--- src/rtl/jk_pkg.sv ---
// Shared JK flip-flop encodings and the elaboration-time width helper
// used by the counter primitives.
package jk_pkg;

  localparam logic [1:0] JK_HOLD = 2'b00;
  localparam logic [1:0] JK_RST  = 2'b01;
  localparam logic [1:0] JK_SET  = 2'b10;
  localparam logic [1:0] JK_TOG  = 2'b11;

  // Number of bits needed to hold the values 0..v-1.
  function automatic int clog2(input int v);
    int r;
    r = 0;
    while ((64'd1 << r) < 64'(v)) begin
      r = r + 1;
    end
    return r;
  endfunction

endpackage

--- src/rtl/jk_cell.sv ---
// Single-bit synchronous JK flip-flop with synchronous active-high reset to 0.
module jk_cell
  import jk_pkg::*;
(
  input  logic clk,
  input  logic reset,
  input  logic j,
  input  logic k,
  output logic q
);

  always_ff @(posedge clk) begin
    if (reset) begin
      q <= 1'b0;
    end else begin
      case ({j, k})
        JK_HOLD: q <= q;
        JK_RST:  q <= 1'b0;
        JK_SET:  q <= 1'b1;
        JK_TOG:  q <= ~q;
        default: q <= q;
      endcase
    end
  end

endmodule

--- src/rtl/jk_sync_counter.sv ---
// Modulo-MOD up/down counter built from JK cells, with parallel load (clamped),
// enable, combinational terminal count and a registered wrap pulse.
module jk_sync_counter
  import jk_pkg::*;
#(
  parameter int WIDTH = 4,
  parameter int MOD   = 10
) (
  input  logic             clk,
  input  logic             reset,
  input  logic             en,
  input  logic             up_dn,
  input  logic             load,
  input  logic [WIDTH-1:0] din,
  output logic [WIDTH-1:0] q,
  output logic             tc,
  output logic             wrap
);

  generate
    if (WIDTH < 1 || WIDTH > 16 || MOD < 2 || clog2(MOD) > WIDTH) begin : g_bad_params
      $fatal(1, "jk_sync_counter: illegal WIDTH/MOD combination");
    end
  endgenerate

  localparam logic [WIDTH-1:0] MAXV = WIDTH'(MOD - 1);

  logic [WIDTH-1:0] nxt;
  logic             wrap_nxt;
  logic [WIDTH-1:0] j;
  logic [WIDTH-1:0] k;

  // Widened compares keep MOD == 2**WIDTH correct without overflow.
  always_comb begin
    nxt      = q;
    wrap_nxt = 1'b0;
    if (load) begin
      nxt = (32'(din) >= 32'(MOD)) ? MAXV : din;
    end else if (en) begin
      if (32'(q) >= 32'(MOD)) begin
        nxt      = '0;
        wrap_nxt = 1'b1;
      end else if (up_dn) begin
        if (q == MAXV) begin
          nxt      = '0;
          wrap_nxt = 1'b1;
        end else begin
          nxt = q + 1'b1;
        end
      end else begin
        if (q == '0) begin
          nxt      = MAXV;
          wrap_nxt = 1'b1;
        end else begin
          nxt = q - 1'b1;
        end
      end
    end
  end

  assign j  = nxt & ~q;
  assign k  = ~nxt & q;
  assign tc = (up_dn && (q == MAXV)) || (!up_dn && (q == '0));

  generate
    for (genvar i = 0; i < WIDTH; i++) begin : g_cell
      jk_cell u_cell (
        .clk   (clk),
        .reset (reset),
        .j     (j[i]),
        .k     (k[i]),
        .q     (q[i])
      );
    end
  endgenerate

  always_ff @(posedge clk) begin
    if (reset) begin
      wrap <= 1'b0;
    end else begin
      wrap <= wrap_nxt;
    end
  end

endmodule

--- config.mk ---
export PLATFORM = sky130hd
export DESIGN_NAME = jk_sync_counter
export DESIGN_NICKNAME = d
export VERILOG_FILES = /design/src/rtl/jk_pkg.sv /design/src/rtl/jk_cell.sv /design/src/rtl/jk_sync_counter.sv
export SDC_FILE = /design/constraint.sdc
export NUM_CORES = 1
export LEC_CHECK = 0
export ABC_AREA = 1
export CAP_MARGIN = 20
export CORE_MARGIN = 2
export CORE_UTILIZATION = 43
export CTS_CLUSTER_DIAMETER = 60
export DETAILED_ROUTE_END_ITERATION = 8
export HOLD_SLACK_MARGIN = 0.12
export PLACE_DENSITY = 0.73
export SKIP_CTS_REPAIR_TIMING = 1
export SYNTH_ARGS = -nofsm -noshare
export SYNTH_HDL_FRONTEND = slang
export SYNTH_SLANG_ARGS = --single-unit
--- constraint.sdc ---
create_clock -name clk -period 1.65 [get_ports clk]
set_input_delay 0.2475 -clock clk [delete_from_list [all_inputs] [get_ports clk]]
set_output_delay 0.2475 -clock clk [all_outputs]
set_load 0.05 [all_outputs]
==> run summary <==
The number of antenna violations at the first check in global routing is 0. The area share of the largest cell type after synthesis came out at 16.89%. The slew at the pin closest to its max-slew limit is between 0.3 and 0.4 ns. The required time at the worst-slack endpoint is between 1.5 and 2 ns. The number of buffers inserted by port buffering came out at 14. Dividing the final minimum period by the clock period gives 104.7%. The post-layout instance count excluding filler cells is about 140.

Clock tree synthesis selected as its root buffer the cell sky130_fd_sc_hd__clkbuf_4. The total area inside the core boundary comes to 0.001350 sq mm. The cell area power density is 2054 mW/mm^2.

Fill cells in the final layout number 76. The clock tree from TritonCTS is built. The flow ran to the end, but the final reports show violations. Using the TritonRoute via totals, the vias-per-cell ratio works out to roughly 5.6.

The average wire per cell in the routed design came out at 14.42 microns. Global routing finished with a remaining overflow of 0. The initial cell density of the core is approximately 48%. The global-route usage over all layers came out at slightly above 20%. Wire segments on met3 add up to 98 microns in the final route.

In this run, synthesis produced a sequential element count of 5. The delay of the slowest cell on the worst path is 0.40 ns. Walking the worst path, the cells encountered are inv_6, ha_4, nand3_2, nand3_2, nor2_4, nand3_2, a21oi_2, ha_1, nor2_1, a211oi_2.

The final-stage net count is ~150. STA classifies the critical path startpoint as a flip-flop. Pin placement for this block handled 15 I/O pins. The worst-case vdd ir drop came out at slightly above 1000 uV. The count of flip-flops with a built-in enable after synthesis came out at 0. The arrival time of the worst setup path is approximately 1.8 ns. The leakage component of the power came out at a little under 0.5 nW. The detailed-routed wire length on met2 is 999 microns.

The layout-stage area growth over the synthesis result came out at 69.71%. The most used flip-flop cell after synthesis is sky130_fd_sc_hd__dfxtp_1. The HPWL after detailed placement is 1320 microns. The final reports fail on setup timing. The most numerous cell type found on the critical path is sky130_fd_sc_hd__nand3_2. The maximum clock frequency is 578.8 MHz. The biggest fanout along the worst timing path is 4.

Counting tap cells, the placed design contains a total of 138 instances. The worst setup path is captured at a flip-flop. In the post-synthesis netlist, the cell with the most instances is sky130_fd_sc_hd__nand2_1. The number of rows in the core area came out at 13. The clock period minus final worst setup slack came out at 1.728 ns. The global-route wire length before repair came out at roughly 2800 microns.

The width of the chip is 42.71 microns. Measured along the y axis, the die boundary spans 42.71 microns. The largest individual stage delay along the critical path comes from the cell sky130_fd_sc_hd__dfxtp_4. The floorplan step defined a die boundary enclosing 0.001824 sq mm.

The met1 routed wirelength after detailed routing came out at 921 microns. The setup TNS came out at -0.2115 ns. The average footprint of a synthesized cell is 6.380 sq um. The maximum number of pins on one net before global-route repair came out at 11. The detailed router's first-iteration violation count is 22. The count of unresolved DRC violations after routing came out at 0. The max-capacitance violation count is 0.

The last weighted congestion value of the routability-driven placer is 0.8453. Clock tree synthesis found a total of 5 sinks. The number of max-slew violations in the final report is 0. The via count of the first global-routing pass is 702. The final worst-path setup slack came out at -0.07785 ns. The share of synthesized area occupied by flip-flops and latches came out at 15.53%.

The tightest min-delay check is of the flip-flop to flip-flop type. The insertion delay of the later-clocked pin in the worst-skew pair came out at 0.24 ns. In this run the remaining antenna-violating nets after routing total 0. The post-place setup slack came out at -0.1764 ns.

Setup repair after global routing could not meet its margin everywhere. The cell area after synthesis came out at 644.4 sq um. After detailed routing, the total wire length is 2048 microns. The via count of the routed design came out at 791. In the final layout, the share of cells above drive strength 1 is a little under 50%. The number of different library cells used by synthesis comes to 21. After clock tree synthesis, the clock-pin slew on the worst setup and hold paths is 0.05 ns. The commonest cells after synthesis are sky130_fd_sc_hd__nand2_1 (29), sky130_fd_sc_hd__inv_1 (11), sky130_fd_sc_hd__nand3_1 (9), sky130_fd_sc_hd__ha_1 (8), sky130_fd_sc_hd__nor2_1 (8). The worst slew margin relative to its limit is between 70% and 80%. The number of warnings reported in the yosys synthesis log is 0. By startpoint and endpoint, the worst setup path is classified as flip-flop to flip-flop.

The setup check on the worst reg-to-reg path leaves a slack of -0.08 ns. The total inserted antenna cells came out at 0. The net count after synthesis came out at 118. The top routing layer in use is met4. The number of instances in the synthesized netlist is 101. Sorting the synthesized cells by area gives the leading types as sky130_fd_sc_hd__nand2_1 (17%), sky130_fd_sc_hd__dfxtp_1 (16%), sky130_fd_sc_hd__ha_1 (16%). The final count of hold timing violations was 0. The total iterations of the first detailed-routing run is 4. The largest clock skew in the final design is roughly 0.0022 ns. The biggest area consumer among synthesized cells is sky130_fd_sc_hd__nand2_1. The number of clock buffers added by TritonCTS is 3. The maximum number of buffers from clock root to sink is 2. The total number of H-tree levels came out at 1. The number of setup violations in the final report is 5.

The fraction of synthesis flops using an asynchronous set or reset pin came out at 0%.
cells in the final DEF, fill, tap and decap left out:
cell type,count
sky130_fd_sc_hd__dfxtp_2,1
sky130_fd_sc_hd__buf_6,1
sky130_fd_sc_hd__a21oi_1,3
sky130_fd_sc_hd__nand3_4,1
sky130_fd_sc_hd__a211oi_2,4
sky130_fd_sc_hd__a21oi_2,2
sky130_fd_sc_hd__buf_4,15
sky130_fd_sc_hd__ha_1,1
sky130_fd_sc_hd__clkbuf_4,3
sky130_fd_sc_hd__nand2_2,3
sky130_fd_sc_hd__nor2_2,5
sky130_fd_sc_hd__ha_2,1
sky130_fd_sc_hd__nand2_4,1
sky130_fd_sc_hd__buf_12,4
sky130_fd_sc_hd__o21ai_2,2
sky130_fd_sc_hd__nor3_1,2
sky130_fd_sc_hd__nand3_1,7
sky130_fd_sc_hd__inv_1,9
sky130_fd_sc_hd__dfxtp_4,2
sky130_fd_sc_hd__inv_4,1
sky130_fd_sc_hd__o21a_1,1
sky130_fd_sc_hd__nor2_4,2
sky130_fd_sc_hd__nor2_1,5
sky130_fd_sc_hd__nand2_1,26
sky130_fd_sc_hd__clkbuf_1,1
sky130_fd_sc_hd__clkdlybuf4s50_1,8
sky130_fd_sc_hd__dfxtp_1,2
sky130_fd_sc_hd__ha_4,6
sky130_fd_sc_hd__nand3_2,4
sky130_fd_sc_hd__inv_2,1
sky130_fd_sc_hd__nand4_1,1
sky130_fd_sc_hd__inv_6,2
routing by layer:
layer	vias up	GRT usage (%)
li1	381	-
met1	368	24.68
met2	36	34.55
met3	6	5.532
met4	0	6.875
met5	-	0
cell families (layout without fill, tap and decap cells):
logic type      count (synthesis)  in the layout  share of synthesized area [%]
compound gates                 12             12                          12.43
fa+ha+maj                       8              8                          15.53
buf+inv                        19             45                          15.92
flops                           5              5                          15.53
simple gates                   57             57                          40.58
final cells by class:
cell class | instances | area (sq um) | area share (%)
multi-input cells | 77 | 594.3 | 54.35
repair buffers | 28 | 284.0 | 25.97
clock buffers | 4 | 26.28 | 2.403
inverters | 13 | 61.31 | 5.606
well taps | 15 | 18.77 | 1.716
flip-flops and latches | 5 | 108.9 | 9.954
registers in the layout (all words and copies together) (netlist names):
name             cells
g_cell.u_cell.q      4
wrap                 1
where the power goes:
group / leakage (nW) / total (W) / switching, W / internal (W)
Sequential: 0.0428 / 0.000291 / 0.000103 / 0.000188
Combinational: 0.428 / 0.00181 / 0.000985 / 0.000825
Clock: 0.0150 / 0.000146 / 0.0000541 / 0.0000917
per-stage QoR:
stage / utilization (%) / cell area [sq um] / power, W / hold slack, ns
after global routing: 81.00 / 1094 / 0.002401 / 0.7007
after CTS: 68.58 / 925.9 / 0.001802 / 0.6336
after floorplan: - / 649.4 / 0.001182 / 0.3162
final: 81.00 / 1094 / 0.002246 / 0.6848
after global placement: 66.64 / 899.6 / 0.001622 / 0.6272
after detailed placement: 66.64 / 899.6 / 0.001652 / 0.6266
final timing paths:
check,start,end,cells past startpoint
hold reg to reg,g_cell[3].u_cell.q$_SDFFE_PP0P_,g_cell[3].u_cell.q$_SDFFE_PP0P_,3
hold / removal,g_cell[3].u_cell.q$_SDFFE_PP0P_,g_cell[3].u_cell.q$_SDFFE_PP0P_,3
setup / recovery,g_cell[0].u_cell.q$_SDFFE_PP0P_,g_cell[3].u_cell.q$_SDFFE_PP0P_,10
setup reg to reg,g_cell[0].u_cell.q$_SDFFE_PP0P_,g_cell[3].u_cell.q$_SDFFE_PP0P_,10
critical path: cells and delay by family, from the launching register on:
kind	cells	cell delay (ns)
AO/OA/AOI/OAI	2	0.17
adder cells (fa/ha/maj)	2	0.43
buffers and inverters	1	0.06
flip-flops	1	0.40
AND/OR/NAND/NOR	5	0.53
No activity file was read; power rests on OpenSTA's default activity.
